==> config.mk <==
export PLATFORM = sky130hd
export DESIGN_NAME = imem_stream_loader
export DESIGN_NICKNAME = d
export VERILOG_FILES = /design/src/rtl/loader_pkg.sv /design/src/rtl/loader_word_asm.sv /design/src/rtl/imem_stream_loader.sv
export SDC_FILE = /design/constraint.sdc
export NUM_CORES = 1
export LEC_CHECK = 0
export BUFFER_PORTS_ARGS = -buffer_cell sky130_fd_sc_hd__buf_2
export CAP_MARGIN = 20
export CORE_MARGIN = 2
export CORE_UTILIZATION = 25
export CTS_BUF_LIST = sky130_fd_sc_hd__clkbuf_2 sky130_fd_sc_hd__clkbuf_4 sky130_fd_sc_hd__clkbuf_8
export DETAILED_ROUTE_END_ITERATION = 10
export PLACE_DENSITY = 0.47
export RECOVER_POWER = 50
export SLEW_MARGIN = 20
export SYNTH_ARGS = -nofsm -noshare
export SYNTH_HDL_FRONTEND = slang
export SYNTH_SLANG_ARGS = --single-unit
==> constraint.sdc <==
create_clock -name sys_clk -period 2.8 [get_ports sys_clk]
set_input_delay 0.56 -clock sys_clk [delete_from_list [all_inputs] [get_ports sys_clk]]
set_output_delay 0.56 -clock sys_clk [all_outputs]
set_load 0.01 [all_outputs]
==> src/rtl/loader_pkg.sv <==
// rtl/loader_pkg.sv - shared state encoding and framing constants for the imem stream loader
package loader_pkg;

  typedef enum logic [2:0] {
    S_LEN0 = 3'd0,
    S_LEN1 = 3'd1,
    S_DATA = 3'd2,
    S_CSUM = 3'd3,
    S_DONE = 3'd4,
    S_ERR  = 3'd5
  } loader_state_t;

  localparam int          LEN_BYTES      = 2;
  localparam int          BYTES_PER_WORD = 4;
  localparam logic [7:0]  CSUM_INIT      = 8'h00;

endpackage

==> src/rtl/loader_word_asm.sv <==
// rtl/loader_word_asm.sv - little-endian byte-to-word assembler with running XOR checksum
module loader_word_asm
  import loader_pkg::*;
(
  input  logic        clk,
  input  logic        rst_n,
  input  logic        clr,
  input  logic        byte_en,
  input  logic [7:0]  byte_data,
  output logic        word_valid,
  output logic [31:0] word,
  output logic [7:0]  csum
);

  logic [1:0]  idx;
  logic [23:0] shreg;
  logic [7:0]  acc;

  // The 4th byte completes the word combinationally; the top registers it into the imem port
  assign word_valid = byte_en && (idx == 2'(BYTES_PER_WORD - 1));
  assign word       = {byte_data, shreg};
  assign csum       = acc;

  // Shift accepted bytes into their lane and fold them into the checksum
  always_ff @(posedge clk or negedge rst_n) begin
    if (!rst_n) begin
      idx   <= '0;
      shreg <= '0;
      acc   <= CSUM_INIT;
    end else if (clr) begin
      idx   <= '0;
      shreg <= '0;
      acc   <= CSUM_INIT;
    end else if (byte_en) begin
      acc <= acc ^ byte_data;
      idx <= idx + 2'd1;
      case (idx)
        2'd0:    shreg[7:0]   <= byte_data;
        2'd1:    shreg[15:8]  <= byte_data;
        2'd2:    shreg[23:16] <= byte_data;
        default: shreg        <= '0;
      endcase
    end
  end

endmodule

==> src/rtl/imem_stream_loader.sv <==
// rtl/imem_stream_loader.sv - framed byte-stream program loader driving the imem write port
module imem_stream_loader
  import loader_pkg::*;
#(
  parameter int ADDR_W = 10,
  parameter int LEN_W  = 16
) (
  input  logic              sys_clk,
  input  logic              sys_rst_n,
  input  logic [7:0]        rx_data,
  input  logic              rx_valid,
  output logic              rx_ready,
  input  logic              load_start,
  output logic              imem_we,
  output logic [ADDR_W-1:0] imem_addr,
  output logic [31:0]       imem_wdata,
  output logic              cpu_rst_n,
  output logic              load_done,
  output logic              load_err
);

  localparam int MAX_WORDS = 1 << ADDR_W;

  loader_state_t    state;
  logic [7:0]       len_lo;
  logic [LEN_W-1:0] len;
  logic [LEN_W-1:0] word_cnt;

  logic             hs;
  logic             rearm;
  logic [LEN_W-1:0] len_next;
  logic             asm_valid;
  logic [31:0]      asm_word;
  logic [7:0]       asm_csum;

  assign hs       = rx_valid && rx_ready;
  assign rearm    = load_start && ((state == S_DONE) || (state == S_ERR));
  assign len_next = {rx_data, len_lo};

  loader_word_asm u_word_asm (
    .clk        (sys_clk),
    .rst_n      (sys_rst_n),
    .clr        (rearm),
    .byte_en    (hs && (state == S_DATA)),
    .byte_data  (rx_data),
    .word_valid (asm_valid),
    .word       (asm_word),
    .csum       (asm_csum)
  );

  // Frame parser: length, data words with one-cycle-delayed imem write, checksum, status
  always_ff @(posedge sys_clk or negedge sys_rst_n) begin
    if (!sys_rst_n) begin
      state      <= S_LEN0;
      len_lo     <= '0;
      len        <= '0;
      word_cnt   <= '0;
      rx_ready   <= 1'b1;
      imem_we    <= 1'b0;
      imem_addr  <= '0;
      imem_wdata <= '0;
      cpu_rst_n  <= 1'b0;
      load_done  <= 1'b0;
      load_err   <= 1'b0;
    end else begin
      imem_we <= 1'b0;
      case (state)
        S_LEN0: begin
          if (hs) begin
            len_lo <= rx_data;
            state  <= S_LEN1;
          end
        end
        S_LEN1: begin
          if (hs) begin
            len      <= len_next;
            word_cnt <= '0;
            if (32'(len_next) > MAX_WORDS) begin
              state    <= S_ERR;
              load_err <= 1'b1;
              rx_ready <= 1'b0;
            end else if (len_next == '0) begin
              state <= S_CSUM;
            end else begin
              state <= S_DATA;
            end
          end
        end
        S_DATA: begin
          if (asm_valid) begin
            imem_we    <= 1'b1;
            imem_addr  <= word_cnt[ADDR_W-1:0];
            imem_wdata <= asm_word;
            word_cnt   <= word_cnt + LEN_W'(1);
            if (word_cnt == len - LEN_W'(1)) begin
              state <= S_CSUM;
            end
          end
        end
        S_CSUM: begin
          if (hs) begin
            rx_ready <= 1'b0;
            if (rx_data == asm_csum) begin
              state     <= S_DONE;
              load_done <= 1'b1;
              cpu_rst_n <= 1'b1;
            end else begin
              state    <= S_ERR;
              load_err <= 1'b1;
            end
          end
        end
        S_DONE, S_ERR: begin
          if (load_start) begin
            state     <= S_LEN0;
            len_lo    <= '0;
            len       <= '0;
            word_cnt  <= '0;
            rx_ready  <= 1'b1;
            cpu_rst_n <= 1'b0;
            load_done <= 1'b0;
            load_err  <= 1'b0;
          end
        end
        default: begin
          state    <= S_LEN0;
          rx_ready <= 1'b1;
        end
      endcase
    end
  end

endmodule
=== Word level (Yosys, flattened, before mapping) ===
Cells that the tools add are included.

* Register bits: 123
* Bits in latches: 0
* Memory bits (writable): 0
* ROM bits: 0
* Logic and storage cells: 117
* Memories kept: 0

* Add/sub/neg operators: 3
* Multiply operators: 0
* Div/mod/pow operators: 0
* $lt $le $gt $ge: 1
* Eq/ne operators: 22
* Shifts and indexed selects: 0
* Muxes and demuxes: 44
* Bitwise gates (word level): 2
* Reductions and logical operators: 30

{| class="wikitable"
|+ Operators by type and width
! cell !! count
|-
| $mux W16 || 4
|-
| $pmux W8 S2 || 4
|-
| $mux W24 || 2
|-
| $pmux W16 S3 || 1
|-
| $mux W8 || 4
|-
| $pmux W16 S2 || 1
|-
| $mux W3 || 7
|-
| $add A16 B1 Y16 const B || 1
|-
| $eq A16 B16 Y1 || 1
|-
| $gt A16 B11 Y1 const B || 1
|-
| $logic_not A16 Y1 || 1
|-
| $ne A2 B2 Y1 const B || 8
|-
| $sub A16 B1 Y16 const B || 1
|-
| $mux W1 || 15
|-
| $pmux W3 S5 || 1
|-
| $reduce_and A6 Y1 || 2
|-
| $reduce_or A2 Y1 || 5
|-
| $eq A8 B8 Y1 || 1
|-
| $ne A2 B1 Y1 const B || 4
|-
| $reduce_and A2 Y1 || 4
|-
| $reduce_and A4 Y1 || 2
|-
| $reduce_bool A2 Y1 || 4
|-
| $xor A8 B8 Y8 || 1
|-
| $eq A3 B2 Y1 const B || 2
|-
| other kinds (17) || 25
|}

=== Logic depth before layout (Yosys ltp) ===
Gate-level depths: netlist (run 1).

* Depth after elaboration: 5
* Gate-level depth with buffers: 8

=== Cells and area by module ===
From an unflattened synthesis (run 1), not the netlist that was laid out.

* Cells, all modules: 569
* Area, all modules: 5890.6 sq um

{| class="wikitable"
|+ By module, submodules not included
! module !! instances !! cells an instance !! area an instance (sq um) !! sequential area each (sq um)
|-
| imem_stream_loader || 1 || 404 || 4291.6 || 2228.4
|-
| loader_word_asm || 1 || 165 || 1599.0 || 850.8
|}

=== Worst setup path after synthesis (run 1) ===
No wires, ideal clock.

* Path type: register to register
* Start point: register len[0]
* End point: register state[0]
* Library setup time: 95 ps
* Arrival: 2028 ps
* Slack: 676 ps
* Stages on the path, launching flop included: 9
* Buffers on the path: 0
* Cells stage by stage: dfrtp_1 > inv_1 > ha_1 > nor3b_2 > a21oi_1 > or4_1 > nor3_1 > o2111ai_1 > o31ai_1

* Word-level cells in the longest chain between the ends: 4

{| class="wikitable"
|+ RTL lines
! what !! line !! RTL
|-
| from (decl) || imem_stream_loader.sv:26 || <nowiki>logic [LEN_W-1:0] len;</nowiki>
|-
| from (signal assigned) || imem_stream_loader.sv:76 || <nowiki>len <= len_next;</nowiki>
|-
| $sub A16 B1 Y16 || imem_stream_loader.sv:95 || <nowiki>if (word_cnt == len - LEN_W'(1)) begin</nowiki>
|-
| $eq A16 B16 Y1 || imem_stream_loader.sv:95 ||
|-
| $ne A2 B1 Y1 (no source line) || - ||
|-
| $reduce_and A6 Y1 (no source line) || - ||
|-
| to (signal assigned) || imem_stream_loader.sv:96 || <nowiki>state <= S_CSUM;</nowiki>
|-
| to (signal assigned) || imem_stream_loader.sv:104 || <nowiki>state <= S_DONE;</nowiki>
|-
| to (signal assigned) || imem_stream_loader.sv:108 || <nowiki>state <= S_ERR;</nowiki>
|-
| to (decl) || imem_stream_loader.sv:24 || <nowiki>loader_state_t state;</nowiki>
|}

Every way passes these cells.
A chain may end at the register's enable or synchronous reset.

=== Final worst setup path (run 1) ===
Same ends and word-level chain as after synthesis.

==> flow_summary.json, run 1 <==
{
  "status": "finished, violations left",
  "violations": "capacitance limit, slew limit",
  "die_w_um": 158,
  "die_h_um": 158,
  "cp_max_fo": 8,
  "rr_endpoint": "state[0]",
  "path_class": "flop to flop",
  "synth_area_um2": 5890,
  "cap_violations": 1,
  "max_freq_mhz": 426,
  "drt-pass1-iter-count": 5,
  "cts_resized": 0,
  "viasPerCell": 4.47,
  "yosys.area.top_type": "dfrtp_1",
  "ant_nets": 0,
  "r2r_slack_ps": 450,
  "finish.instance_area_um2": 6920,
  "powerDensity_nw_per_um2": 793,
  "cp-end-kind": "flop",
  "final_max_slew_viol_count": 39,
  "min_from": "load_start",
  "report.power.total_uw": 5490,
  "grt_overflow": 0,
  "synth_top_area_share_pct": 51.8,
  "async_flop_share_pct": 100,
  "required_ps": 3150,
  "cp-start-kind": "flop",
  "fin_util_pct": 29.6,
  "gp_congestion": 0.828,
  "maxSlewHeadroom_pct": -57.5,
  "grt_pass1_wl_um": 25200,
  "cts_sinks": 123,
  "cts_tree": "built",
  "htreeDepth": 4,
  "layout-drive-gt1-share_pct": 12.4,
  "grt_pass1_vias": 4596,
  "yosysWarnings": 0,
  "arrival_ps": 2700,
  "fp-row-count": 56,
  "nFillCells": 2525,
  "design.core.area_um2": 23300,
  "wl_per_cell_um": 14.4,
  "setup-violations-final": 0,
  "hp-class": "input port to flop",
  "layout.nets": 733,
  "path_clk_slew_ps": 80,
  "finalSetupTns_ps": 0,
  "root_buffer": "clkbuf_8",
  "port_buffers": 58,
  "numCtsBuffers": 17,
  "synth_area_leaders": "dfrtp_1, nand2_1, xnor2_1",
  "ios": 59,
  "synth_cell_type_count": 50,
  "r2r_cells": 8,
  "areaGrowthSynthToFinish_pct": 17.4,
  "postCtsSetupBuffers": 0,
  "die-area_um2": 24800,
  "ir_worst_vdd_mv": 0.279,
  "syn_inst": 670,
  "synthFlopType": "dfrtp_1",
  "min_period_over_period_pct": 83.9,
  "ctsHoldBuffers": 0,
  "hold_viol_final": 0,
  "cts_buffer_depth": 2,
  "place_area_um2": 6510,
  "syn-num-nets": 688,
  "insertion_delay_ps": 450,
  "fin_crit_ps": 2350,
  "drt-total-wl_um": 15100,
  "antenna_found_initial": 0,
  "dpl.hpwl_um": 10400,
  "syn_avg_cell_area_um2": 8.79,
  "grt_max_degree": 51,
  "rsz0062_at_grt": "no",
  "grt_use_total_pct": 13.1,
  "antenna_cells": 0,
  "ys_seq_area_share_pct": 52.3,
  "rr_startpoint": "len[0]",
  "drtIter0Drc": 379,
  "synth_edf_count": 0,
  "layoutNonFillerInstCount": 1047,
  "dp_cells": 1015,
  "tightest_slew_ps": 2360,
  "clock_skew_ps": 14.7,
  "whs_path_depth": 2,
  "initial_core_util_pct": 25.2,
  "drc": 0,
  "dr_total_vias": 4676,
  "synth-seq-cells": 123,
  "p_leak_uw": 0.00320,
  "hold_path_end": "state[2]"
}
==> worst max-delay path by stage <==
stage / startpoint / end / slack [ps] / cells after the start
2_1_floorplan: len[0] / state[0] / 680 / 8
3_3_place_gp: len[0] / state[0] / 530 / 8
3_5_place_dp: len[0] / state[0] / 450 / 8
4_1_cts: len[0] / state[0] / 460 / 8
5_1_grt: sys_rst_n / u_word_asm.shreg[0] / 140 / 1
6_report: len[0] / state[0] / 450 / 8
==> cells in the final DEF, fill, tap and decap left out, drive strengths merged, types with 3 or more instances in the layout <==
master,count
a21oi,36
and3,5
buf,45
bufinv,3
clkbuf,41
clkinv,5
dfrtp,122
ha,6
inv,21
nand2,214
nand3,40
nand4,4
nor2,35
nor3,13
nor4,10
o2111ai,3
o21ai,39
or3,7
xnor2,25
xor2,22
==> cells in the mapped netlist, types with 8 or more instances <==
master,number
nand2_1,214
clkbuf_1,36
xnor2_1,25
inv_1,13
nor2_1,35
nor3_1,11
a21oi_1,36
dfrtp_1,122
nor4_1,8
xor2_1,22
o21ai_0,39
nand3_1,40
==> routing by layer <==
| layer | track usage (%) | routed length (um) |
|---|---|---|
| met3 | 3.88 | 1050 |
| met1 | 19.1 | 7380 |
| met2 | 19.1 | 6590 |
| met5 | 0 | 0 |
| met4 | 2.86 | 105 |
==> power by group <==
part	internal (uW)	leakage [uW]	switching [uW]
Combinational	548	0.00129	890
Clock	918	0.000223	853
Sequential	1980	0.00168	297
==> cells by family after synthesis <==
logic type	Yosys count	synth area share, %
buffers and inverters	57	4.01
flip-flops	123	52.3
AND/OR/NAND/NOR	338	25.4
adder cells (fa/ha/maj)	6	1.27
AO/OA/AOI/OAI	99	10.1
XOR/XNOR	47	6.99
==> final cells by class <==
type                       count  area [um2]  share of cell area [%]
sequential                   123        3080                    44.5
multi-input combinational    490        2580                    37.3
tap                          319         399                    5.77
timing repair buffer          69         368                    5.32
clock buffer                  17         234                    3.38
clock inverter                15         201                    2.91
inverter                      14        52.6                   0.760
==> sequential cells by signal, summed over array words and instances (netlist names), 2 cells and up <==
| name | cells |
|---|---|
| imem_addr | 10 |
| imem_wdata | 32 |
| len | 16 |
| len_lo | 8 |
| state | 3 |
| u_word_asm.csum | 8 |
| u_word_asm.idx | 2 |
| u_word_asm.shreg | 24 |
| word_cnt | 16 |
==> worst max-delay path: stages (launching register included) <==
cell	delay [ps]
dfrtp_1	450
inv_1	80
ha_1	170
nor3b_2	420
a21oi_1	120
or4_1	530
nor3_1	190
o2111ai_1	110
o31ai_1	200
==> through the flow <==
step | hold WS, ps | setup WS, ps
4_1_cts | 109 | 461
3_3_place_gp | 457 | 532
5_1_grt | 360 | 141
3_5_place_dp | 457 | 454
6_report | 379 | 451
2_1_floorplan | 264 | 676
Power figures use the tool's default switching activity.
==> run 2, diff against run 1 <==
ABC_AREA = 1   (was not set)
clock period = 2.35 ns   (was 2.8 ns; I/O delays follow)
==> run 2 against run 1 <==
  * The run now ends clean
  * Maximum frequency grew 10%
  * Utilization increased by 0.28 points
  * Worst setup slack worse by 230 ps
  * Global-route usage grew 0.095 points
  * Worst hold slack got worse by 48 ps
  * Combinational power rose by 67%
  * Largest cell class unchanged
==> flow_summary.json, run 2 <==
{
  "crit_family": "simple AND/OR/NAND/NOR gates",
  "numCtsBuffers": 17,
  "path_clk_slew_ps": 70,
  "clock_skew_ps": 11.2,
  "ir_worst_vdd_mv": 0.393,
  "ant_nets": 0,
  "syn_avg_cell_area_um2": 8.55,
  "powerDensity_nw_per_um2": 987,
  "ys_seq_area_share_pct": 52.2,
  "gp_congestion": 0.783,
  "yosys-top-cells-count": "nand2_1, dfrtp_1, inv_1, o21ai_0, nor2_1",
  "fin_crit_ps": 2130,
  "cts_sinks": 123,
  "cp-start-kind": "flop",
  "cp-startpoint": "state[1]",
  "report.power.total_uw": 6890,
  "finalSetupTns_ps": 0,
  "hp-class": "input port to flop",
  "cts_tree": "built",
  "synth_adder_area_share_pct": 1.27,
  "dr_total_vias": 4766,
  "tightest_slew_ps": 1230,
  "largest_reg_flops": 32,
  "grt_pass1_vias": 4686,
  "die_h_um": 158,
  "synth_top_area_share_pct": 51.7,
  "final_max_slew_viol_count": 0,
  "synth_area_um2": 5900,
  "crit_top_cell": "inv_2",
  "rsz0062_at_grt": "no",
  "antenna_cells": 0,
  "die_w_um": 158,
  "drt-pass1-iter-count": 4,
  "whs_path_depth": 4,
  "rr_endpoint": "u_word_asm.shreg[1]",
  "root_buffer": "clkbuf_8",
  "wl_per_cell_um": 14.3,
  "initial_core_util_pct": 25.3,
  "synth.mux.area_fraction_pct": 0,
  "synth_area_leaders": "dfrtp_1, nand2_1, inv_1",
  "viasPerCell": 4.37,
  "grt_pass1_wl_um": 25300,
  "synthXorXnorAreaFrac_pct": 3.86,
  "ios": 59,
  "design.core.area_um2": 23300,
  "cp-end-kind": "flop",
  "layout.nets": 777,
  "setup-violations-final": 0,
  "cts_buffer_depth": 2,
  "die-area_um2": 24900,
  "arrival_ps": 2440,
  "insertion_delay_ps": 440,
  "postCtsSetupBuffers": 0,
  "rr_startpoint": "state[1]",
  "crit_chain": "inv_2, nand2_2, nor2_1, a21oi_1, nand2_1, nor2_2, inv_2, o21ai_2, o32ai_1",
  "top_regs": "imem_wdata x32, u_word_asm.shreg x24",
  "min_period_over_period_pct": 90.6,
  "drc": 0,
  "path_class": "flop to flop",
  "synth_edf_count": 0,
  "syn_inst": 690,
  "drtIter0Drc": 280,
  "drt-total-wl_um": 15600,
  "critical_path_depth": 9,
  "fp-row-count": 56,
  "required_ps": 2660,
  "layout_common_cells": "nand2_1, dfrtp_1, inv_1",
  "yosys.area.top_type": "dfrtp_1",
  "syn-num-nets": 708,
  "synth_top_family_by_area": "simple AND/OR/NAND/NOR gates",
  "crit_slowest_cell": "dfrtp_1",
  "status": "finished, final reports clean",
  "cpPeakStageDelay_ps": 430,
  "cp_max_fo": 14,
  "fin_util_pct": 29.9,
  "dpl.hpwl_um": 11200,
  "synth_compound_area_share_pct": 12.8,
  "cp-endpoint": "u_word_asm.shreg[1]",
  "hold_viol_final": 0,
  "synth_cell_type_count": 39,
  "max_freq_mhz": 470,
  "post-synth-top-count-cell": "nand2_1",
  "htreeDepth": 4,
  "grt_max_degree": 85,
  "port_buffers": 58,
  "yosysWarnings": 0,
  "r2r_cells": 9,
  "async_flop_share_pct": 100,
  "p_leak_uw": 0.00330,
  "worst-path-buf-inv": 2,
  "synth-seq-cells": 123,
  "grt_overflow": 0,
  "yosys.area_share.simple_pct": 23.0,
  "cap_violations": 0,
  "r2r_slack_ps": 220,
  "layout_commonest_cell": "nand2_1",
  "maxSlewHeadroom_pct": 18.2,
  "cts_resized": 0,
  "areaGrowthSynthToFinish_pct": 18.3,
  "grt_use_total_pct": 13.2,
  "synthFlopType": "dfrtp_1",
  "antenna_found_initial": 0,
  "layout-drive-gt1-share_pct": 14.0,
  "regMostFlops": "imem_wdata"
}
==> run 2: kinds of logic after synthesis <==
family / after synthesis
AOI/OAI and AO/OA: 129
xor gates and xnor gates: 26
adders and majority gates: 6
buffers and inverters: 105
DFF: 123
and+or+nand+nor: 301
==> run 2: per-layer routing <==
| layer | wire length [um] | global-route usage [%] | up-vias | part of all wire [%] |
|---|---|---|---|---|
| met5 | 0 | 0 | - | 0 |
| li1 | - | - | 2393 | - |
| met4 | 188 | 3.77 | 0 | 1.2 |
| met3 | 507 | 3.34 | 17 | 3.3 |
| met1 | 7680 | 18.1 | 2281 | 49 |
| met2 | 7210 | 20.6 | 75 | 46 |
==> run 2: what timing repair did <==
item	in CTS	in global routing
endpoints found under the hold margin	7	0
setup endpoints to repair	0	0
hold buffers	1	0
==> run 2: power by group <==
part	total [uW]	internal, uW	switching [uW]
clock network	1930	1030	891
logic	2400	811	1590
registers	2570	2340	225
total	6890	4190	2700
==> run 2: stage by stage <==
stage	hold WS [ps]	area [um2]	setup slack, ps	std cells
after floorplan	174	5900	590	690
after global placement	470	6630	272	1058
after detailed placement	472	6630	205	1058
after CTS	298	7040	195	1091
after global routing	332	6980	17.7	1091
final	331	6980	221	1091
==> run 2: worst min path at each step <==
stage / from / to / slack (ps)
floorplan: sys_rst_n / imem_addr[0] / 170
finish: load_start / state[2] / 330
detailed placement: imem_wdata[26] / imem_wdata[26] / 470
global placement: imem_wdata[2] / imem_wdata[2] / 470
CTS: load_start / state[2] / 300
global route: load_start / state[2] / 330
==> run 2: worst register-to-register path, delay by kind of cell, from the launching register on <==
family	cells	cell delay [ps]
flops	1	430
compound gates	3	530
buf+inv	2	310
simple gates	4	720
==> run 2: final cells by class <==
class	count	area, um2
fillers	2516	16300
repair buffers	72	378
multi-input cells	462	2410
inverters	83	312
clock buffers	22	284
flip-flops and latches	123	3080
well taps	319	399
clock inverters	10	116
